### src/rtl/cook_alarm_beeper.sv
// cook_alarm_beeper: beep-pattern alarm tone generator; `COOK_ALARM_AUTO_OFF_EN enables auto-off after MAX_GROUPS groups.
module cook_alarm_beeper #(
  parameter int CLK_HZ     = 100_000_000,
  parameter int TONE_HZ    = 2_000,
  parameter int BEEP_MS    = 200,
  parameter int GAP_MS     = 150,
  parameter int BEEPS      = 3,
  parameter int PAUSE_MS   = 1000,
  parameter int MAX_GROUPS = 20
) (
  input  logic clk,
  input  logic reset_p,
  input  logic alarm_start,
  input  logic alarm_stop,
  output logic buzzer,
  output logic led_alarm,
  output logic busy,
  output logic done
);
  localparam int HALF   = CLK_HZ / (2 * TONE_HZ);
  localparam int MS_CYC = CLK_HZ / 1000;
  localparam int MAX_MS = BEEP_MS > GAP_MS ? (BEEP_MS > PAUSE_MS ? BEEP_MS : PAUSE_MS) : (GAP_MS > PAUSE_MS ? GAP_MS : PAUSE_MS);
  localparam int PW = MS_CYC > 1 ? $clog2(MS_CYC) : 1;
  localparam int MW = MAX_MS > 1 ? $clog2(MAX_MS) : 1;
  localparam int HW = HALF > 1 ? $clog2(HALF) : 1;
  localparam int BW = $clog2(BEEPS + 1);
  if (HALF < 1 || BEEPS < 1 || BEEPS > 15 || MAX_GROUPS < 1 || MAX_GROUPS > 255) begin : g_bad_param
    $error("cook_alarm_beeper: parameter out of range");
  end
  typedef enum logic [1:0] {IDLE, TONE, GAP, PAUSE} state_t;
  state_t state_q, state_d;
  logic [PW-1:0] pre_q;
  logic [MW-1:0] ms_q, lim;
  logic [HW-1:0] half_q;
  logic [BW-1:0] beep_q, beep_d;
  logic tone_q, led_q, busy_q, tick, expire, enter;
`ifdef COOK_ALARM_AUTO_OFF_EN
  localparam int GW = MAX_GROUPS > 1 ? $clog2(MAX_GROUPS) : 1;
  logic [GW-1:0] grp_q, grp_d;
  logic done_q, done_d;
  assign done = done_q;
`else
  assign done = 1'b0;
`endif
  assign buzzer    = tone_q;
  assign led_alarm = led_q;
  assign busy      = busy_q;
  always_comb begin
    tick   = pre_q == PW'(MS_CYC - 1);
    lim    = state_q == TONE ? MW'(BEEP_MS - 1) : state_q == GAP ? MW'(GAP_MS - 1) : MW'(PAUSE_MS - 1);
    expire = state_q != IDLE && tick && ms_q == lim;
    state_d = state_q;
    beep_d  = beep_q;
    enter   = 1'b0;
`ifdef COOK_ALARM_AUTO_OFF_EN
    grp_d  = grp_q;
    done_d = 1'b0;
`endif
    if (alarm_stop) begin
      state_d = IDLE;
      enter   = 1'b1;
    end else if (alarm_start) begin
      state_d = TONE;
      beep_d  = '0;
      enter   = 1'b1;
`ifdef COOK_ALARM_AUTO_OFF_EN
      grp_d = '0;
`endif
    end else if (expire) begin
      enter = 1'b1;
      if (state_q == TONE) begin
        beep_d  = beep_q + BW'(1);
        state_d = int'(beep_q) + 1 < BEEPS ? GAP : PAUSE;
      end else if (state_q == GAP) begin
        state_d = TONE;
      end else begin
        state_d = TONE;
        beep_d  = '0;
`ifdef COOK_ALARM_AUTO_OFF_EN
        grp_d = grp_q + GW'(1);
        if (int'(grp_q) + 1 == MAX_GROUPS) begin
          state_d = IDLE;
          done_d  = 1'b1;
        end
`endif
      end
    end
  end
  always_ff @(posedge clk) begin
    if (reset_p) begin
      state_q <= IDLE;
      pre_q   <= '0;
      ms_q    <= '0;
      half_q  <= '0;
      beep_q  <= '0;
      tone_q  <= 1'b0;
      led_q   <= 1'b0;
      busy_q  <= 1'b0;
`ifdef COOK_ALARM_AUTO_OFF_EN
      grp_q  <= '0;
      done_q <= 1'b0;
`endif
    end else begin
      state_q <= state_d;
      beep_q  <= beep_d;
      led_q   <= state_d == TONE;
      busy_q  <= state_d != IDLE;
`ifdef COOK_ALARM_AUTO_OFF_EN
      grp_q  <= grp_d;
      done_q <= done_d;
`endif
      // Every state entry restarts the interval and tone phase so intervals are exact.
      if (enter || state_d == IDLE) begin
        pre_q  <= '0;
        ms_q   <= '0;
        half_q <= '0;
        tone_q <= state_d == TONE;
      end else begin
        pre_q  <= tick ? '0 : pre_q + PW'(1);
        ms_q   <= tick ? ms_q + MW'(1) : ms_q;
        half_q <= half_q == HW'(HALF - 1) ? '0 : half_q + HW'(1);
        tone_q <= state_q == TONE && (half_q == HW'(HALF - 1) ? ~tone_q : tone_q);
      end
    end
  end
endmodule

### config.mk
export PLATFORM = sky130hd
export DESIGN_NAME = cook_alarm_beeper
export DESIGN_NICKNAME = d
export VERILOG_FILES = /design/src/rtl/cook_alarm_beeper.sv
export SDC_FILE = /design/constraint.sdc
export NUM_CORES = 1
export LEC_CHECK = 0
export CORE_MARGIN = 1
export CORE_UTILIZATION = 30
export DETAILED_ROUTE_END_ITERATION = 8
export GPL_ROUTABILITY_DRIVEN = 0
export HOLD_SLACK_MARGIN = 0.15
export PLACE_DENSITY_LB_ADDON = 0.15
export SKIP_LAST_GASP = 1
export SYNTH_ARGS = -nofsm -noshare
export SYNTH_HDL_FRONTEND = slang
export SYNTH_SLANG_ARGS = --single-unit
### constraint.sdc
create_clock -name clk -period 3.3 [get_ports clk]
set_input_delay 0.33 -clock clk [delete_from_list [all_inputs] [get_ports clk]]
set_output_delay 0.33 -clock clk [all_outputs]
set_load 0.005 [all_outputs]
Yosys cells after proc, flatten, opt, wreduce, memory -nomap -nowiden
Cells that the tools add are included.

Register bits after elaboration: 49. Input port bits: 4. Output and inout bits: 4. Logic and storage cells: 51.

Add/sub/neg operators: 5. $lt $le $gt $ge: 1. Equality and inequality tests: 7. Multiplexer cells: 16. Bitwise gates (word level): 2. Reduce and logical (&&, ||, !) cells: 12.

Operators with widths (number): two-way mux 10 bit (2); adder 17 x 1 -> 17 bit, second input constant (1); == test 17 bit, second input constant (1); two-way mux 2 bit (8); adder 15 x 1 -> 15 bit, second input constant (1); == test 15 bit, second input constant (1); adder 10 x 1 -> 10 bit, second input constant (1); == test 10 bit (1); two-way mux 1 bit (6); nonzero test 2 bit (3); OR reduction 3 bit (2); == test 2 x 1 -> 1 bit, second input constant (2); adder 2 x 1 -> 3 bit, second input constant (1); logical AND 1 bit (3); less-than comparator 3 x 2 -> 1 bit, second input constant (1); != test 3 bit, second input constant (1); AND reduction 3 bit (1); adder 2 x 1 -> 2 bit, second input constant (1); == test 2 bit, second input constant (1); zero test 2 bit (1); inverter 1 bit (2); OR reduction 2 bit (1); logical OR 1 bit (1).

Depth between registers and ports, before layout
Depth after elaboration: 11. Gate-level depth with buffers: 10. Depth with buffers taken out: 9.

Least setup slack after synthesis
No wires, ideal clock.

Path kind: reg2reg. Start: reg state_q[0]. End: reg ms_q[5]. Data arrival time: 2040 ps. Data required time: 3185 ps. Setup slack: 1145 ps. Stages on the path, launching flop included: 10. Path buffers: 1. Cell sequence: dfxtp_1 -> inv_1 -> ha_1 -> and4b_1 -> o221a_2 -> a311oi_4 -> o211ai_4 -> nand3_4 -> buf_6 -> nor2_1.

Cells in the longest elaborated chain, start to end: 11. Elaborated cells between the ends (all ways): 18. Classes of those cells: 3 x eq/ne; 9 x mux; 6 x reduce/logical.

Ends and longest elaborated chain: start: declaration (RTL line 31) `state_t state_q, state_d;`; start signal: assignment (RTL line 104) `state_q <= state_d;`; == test 2 bit (RTL line 50) `lim = state_q == TONE ? MW'(BEEP_MS - 1) : state_q == GAP ? MW'(GAP_MS - 1) : MW'(PAUSE_MS - 1);`; two-way mux 10 bit (2 in a row) (RTL line 50); == test 10 bit (RTL line 51) `expire = state_q != IDLE && tick && ms_q == lim;`; logical AND 1 bit (RTL line 51); two-way mux 2 bit (RTL line 69) `end else if (expire) begin`; two-way mux 2 bit (RTL line 62) `end else if (alarm_start) begin`; two-way mux 2 bit (RTL line 59) `if (alarm_stop) begin`; zero test 2 bit (RTL line 113) `if (enter || state_d == IDLE) begin`; logical OR 1 bit * (RTL line 113); OR reduction 2 bit (no source line) *; end signal: assignment (RTL line 120) `ms_q <= tick ? ms_q + MW'(1) : ms_q;`; end: declaration (RTL line 33) `logic [MW-1:0] ms_q, lim;`.

Every way passes the cells marked *; elsewhere a longest branch is shown, timed or not. A chain may end at the register's enable or synchronous reset.

Worst setup path in the final report
Start: reg state_q[1]. End: reg pre_q[15].

Cells in the longest elaborated chain, start to end: 11. Elaborated cells between the ends (all ways): 18. Classes of those cells: 3 x eq/ne; 9 x mux; 6 x reduce/logical.

Ends and longest elaborated chain: == test 2 bit (RTL line 50); two-way mux 10 bit (2 in a row) (RTL line 50); == test 10 bit (RTL line 51); logical AND 1 bit (RTL line 51); two-way mux 2 bit (RTL line 69); two-way mux 2 bit (RTL line 62); two-way mux 2 bit (RTL line 59); zero test 2 bit (RTL line 113); logical OR 1 bit * (RTL line 113); OR reduction 3 bit (no source line) *; end signal: assignment (RTL line 119) `pre_q <= tick ? '0 : pre_q + PW'(1);`; end: declaration (RTL line 32) `logic [PW-1:0] pre_q;`.

Marked as above.

==> impl_results.md <==
* Arr. time, crit path at 2.74 ns
* Unrepaired setup endpoints after global routing: no
* Synth Area in Compound Gates at 0.0677
* Peak VDD IR at 161 µV
* Fin crit period at about 2.5 ns
* # hold bufs at CTS at 0
* Worst Hold Class: reg -> reg
* CP Capture Type: register
* # diodes at 0
* Register clock-pin slew on the reported worst setup and hold paths at 0.09 ns
* Ys flop type: dfxtp_1
* GRT Total Usage at 0.118
* Synth Cell Area at roughly 2400 µm²
* Layout cells sized above 1 at 0.0772
* Net count, final at ~280
* Post-CTS sizing at 0
* WS Path Type: reg -> reg
* Cell-internal power at 775 µW
* Post-Synthesis Cells at 265
* FFs w/ async S/R, synth at 0
* Synthesized net count at 277
* TritonCTS clock tree: yes
* Setup repair bufs after CTS at 0
* Drt first pass iters at 4
* Met3 global-route usage at 0.0293
* Top-count cell post-synth: nor2_1
* DRT antenna net count at 0
* EDFF count, synth at 0
* Cell taking the most area after synthesis: dfxtp_1
* Synth Area in XOR/XNOR at 0.140
* Worst Hold Depth at 1
* Final hold violations at 0
* Final Max Slew Viols at 0
* Die width at between 90 and 100 µm
* Comb pwr share at 0.032
* # DRC at 0
* Initial antenna violation count at 0
* Clock Power Share at 0.366
* TritonCTS buffer count at 5
* Synth Area in Simple Gates at 0.300
* Synth warn at 0
* Vias per Instance at 4.60
* Clock latency on the worst-skew pair at 0.30 ns
* Synth cell count leaders: nor2_1, dfxtp_1, nand2_1
* Largest net degree at the start of global routing at 18
* Synth cell types at 44
* Setup tns final at 0 ns
* P&R area growth vs syn at 9.44%
* Final core occ at 0.338
* Drt total wl at about 4500 µm
* Seq cells post-synth at between 40 and 50
* Max-cap violations at 0
* Vias in the first global route at 1,616
* Startpoint Class: register
* Die area at 8310 µm²
* Global-route wire length before repair at 7810 µm
* Reg power frac at 0.602
* Mapped Avg Cell Area at 9.00 µm²
* Clock Path Buffers at 2
* Overflow after GRT at 0
* Status: complete, no violations
* Busiest layer in global routing: met2
* HPWL Detailed at 3240 µm
* Sequential fraction of the synthesis area at 0.411
* Worst Skew at 0.00525 ns
* Crit-path max FO at 14
* Synth area leaders: dfxtp_1, nor2_1, xor2_1
* Port buffer count at 6
* Reg2reg path depth at 8
* CP required at between 3 and 4 ns
* # IOs at 8
* Grt met2 use at 0.171
* Core area at 7730 µm²
* Htree depth at 2
* Post-synthesis mux area share at 0
* Static Leak at 0.819 nW
* GR Util met1 at 0.167
* Sw frac at 0.216
* Pwr Density at 379 nW/µm²
* Net switching power at 213 µW
* Die Height at 91.2 µm
* WL/cell at 12.1 µm
* Initial Util at 0.309
* Synth top area share at 0.411
* Finish-stage setup viols at 0
* Total Power at roughly 990 µW
* Maximum clock rate at 399 MHz
* Cell Rows at 32
* Tcrit/Tclk final at 0.759
* Vias at 1,722
* Largest family of logic cells by synthesized area: simple AND/OR/NAND/NOR gates
* CTS Sinks at 49
* Number of DRC markers in iteration 0 at 49
* Clock Root Buffer: clkbuf_8
* Synth Area in Adders at 0.0420
## layout by cell type, fill, tap and decap left out, types with 2 or more instances in the layout
cell type / count
nand3_1: 13
nor2_1: 56
o21ai_0: 3
nor4bb_1: 2
and4_1: 3
nor3_1: 3
and4bb_2: 2
nor4b_1: 4
xnor2_1: 16
a21oi_1: 4
and3_1: 6
nand2b_1: 2
inv_1: 9
ha_1: 8
clkbuf_8: 6
xor2_1: 22
nand4_1: 10
clkdlybuf4s50_1: 6
dfxtp_1: 49
nand2_1: 23
## worst max-delay path: stages, from the launching register on
cell and delay, ns:
dfxtp_1 0.41, inv_1 0.09, ha_1 0.28, nor4b_1 0.34
o221a_2 0.33, nand4_1 0.25, o211ai_4 0.24, nand3_2 0.31
nor2_1 0.18
## per-stage QoR
stage	worst slack [ns]	instance area (µm²)	hold WS (ns)	std cells
6_report	0.794	2610	0.466	374
5_1_grt	0.504	2610	0.511	374
4_1_cts	0.746	2610	0.473	374
3_5_place_dp	0.726	2520	0.452	367
3_3_place_gp	0.753	2520	0.441	367
2_1_floorplan	1.15	2380	0.426	265
## power by group through the flow
stage	Sequential (mW)	Clock, mW	Combinational [mW]
6_report	0.595	0.362	0.0316
5_1_grt	0.596	0.403	0.0347
4_1_cts	0.595	0.381	0.0319
3_5_place_dp	0.609	0	0.0316
3_3_place_gp	0.609	0	0.0322
2_1_floorplan	0.609	0	0.0193
## sequential cells by signal, indices dropped and copies added, names as in the netlist
register,cells
led_alarm,1
ms_q,10
half_q,15
beep_q,2
state_q,2
pre_q,17
busy,1
buzzer,1
## worst paths after layout
check | startpoint | end | slack [ns]
setup reg to reg | state_q[1] | pre_q[15] | 0.79
hold reg to reg | half_q[0] | half_q[0] | 0.47
hold / removal | half_q[0] | half_q[0] | 0.47
setup / recovery | state_q[1] | pre_q[15] | 0.79
## cell type report
class | count | area [µm²]
multi-input cells | 200 | 1310
flip-flops and latches | 49 | 981
repair buffers | 7 | 67.6
clock buffers | 7 | 86.3
fillers | 824 | 5120
inverters | 9 | 33.8
well taps | 102 | 128
## logic make-up (layout without fill, tap and decap cells)
logic type                 Yosys count  count (layout)
adders and majority gates            8               8
xor gates and xnor gates            38              38
other                                1               1
and+or+nand+nor                    136             136
AOI/OAI and AO/OA                   17              17
buffers and inverters               16              23
DFF                                 49              49
## per-layer routing
metal | wire length (µm) | up-vias | part of all wire
met5 | 0 | - | 0
met4 | 79 | 0 | 0.017
met3 | 156 | 6 | 0.035
met2 | 1870 | 24 | 0.41
met1 | 2420 | 785 | 0.54
li1 | - | 907 | -
No activity file was read; power rests on OpenSTA's default activity.
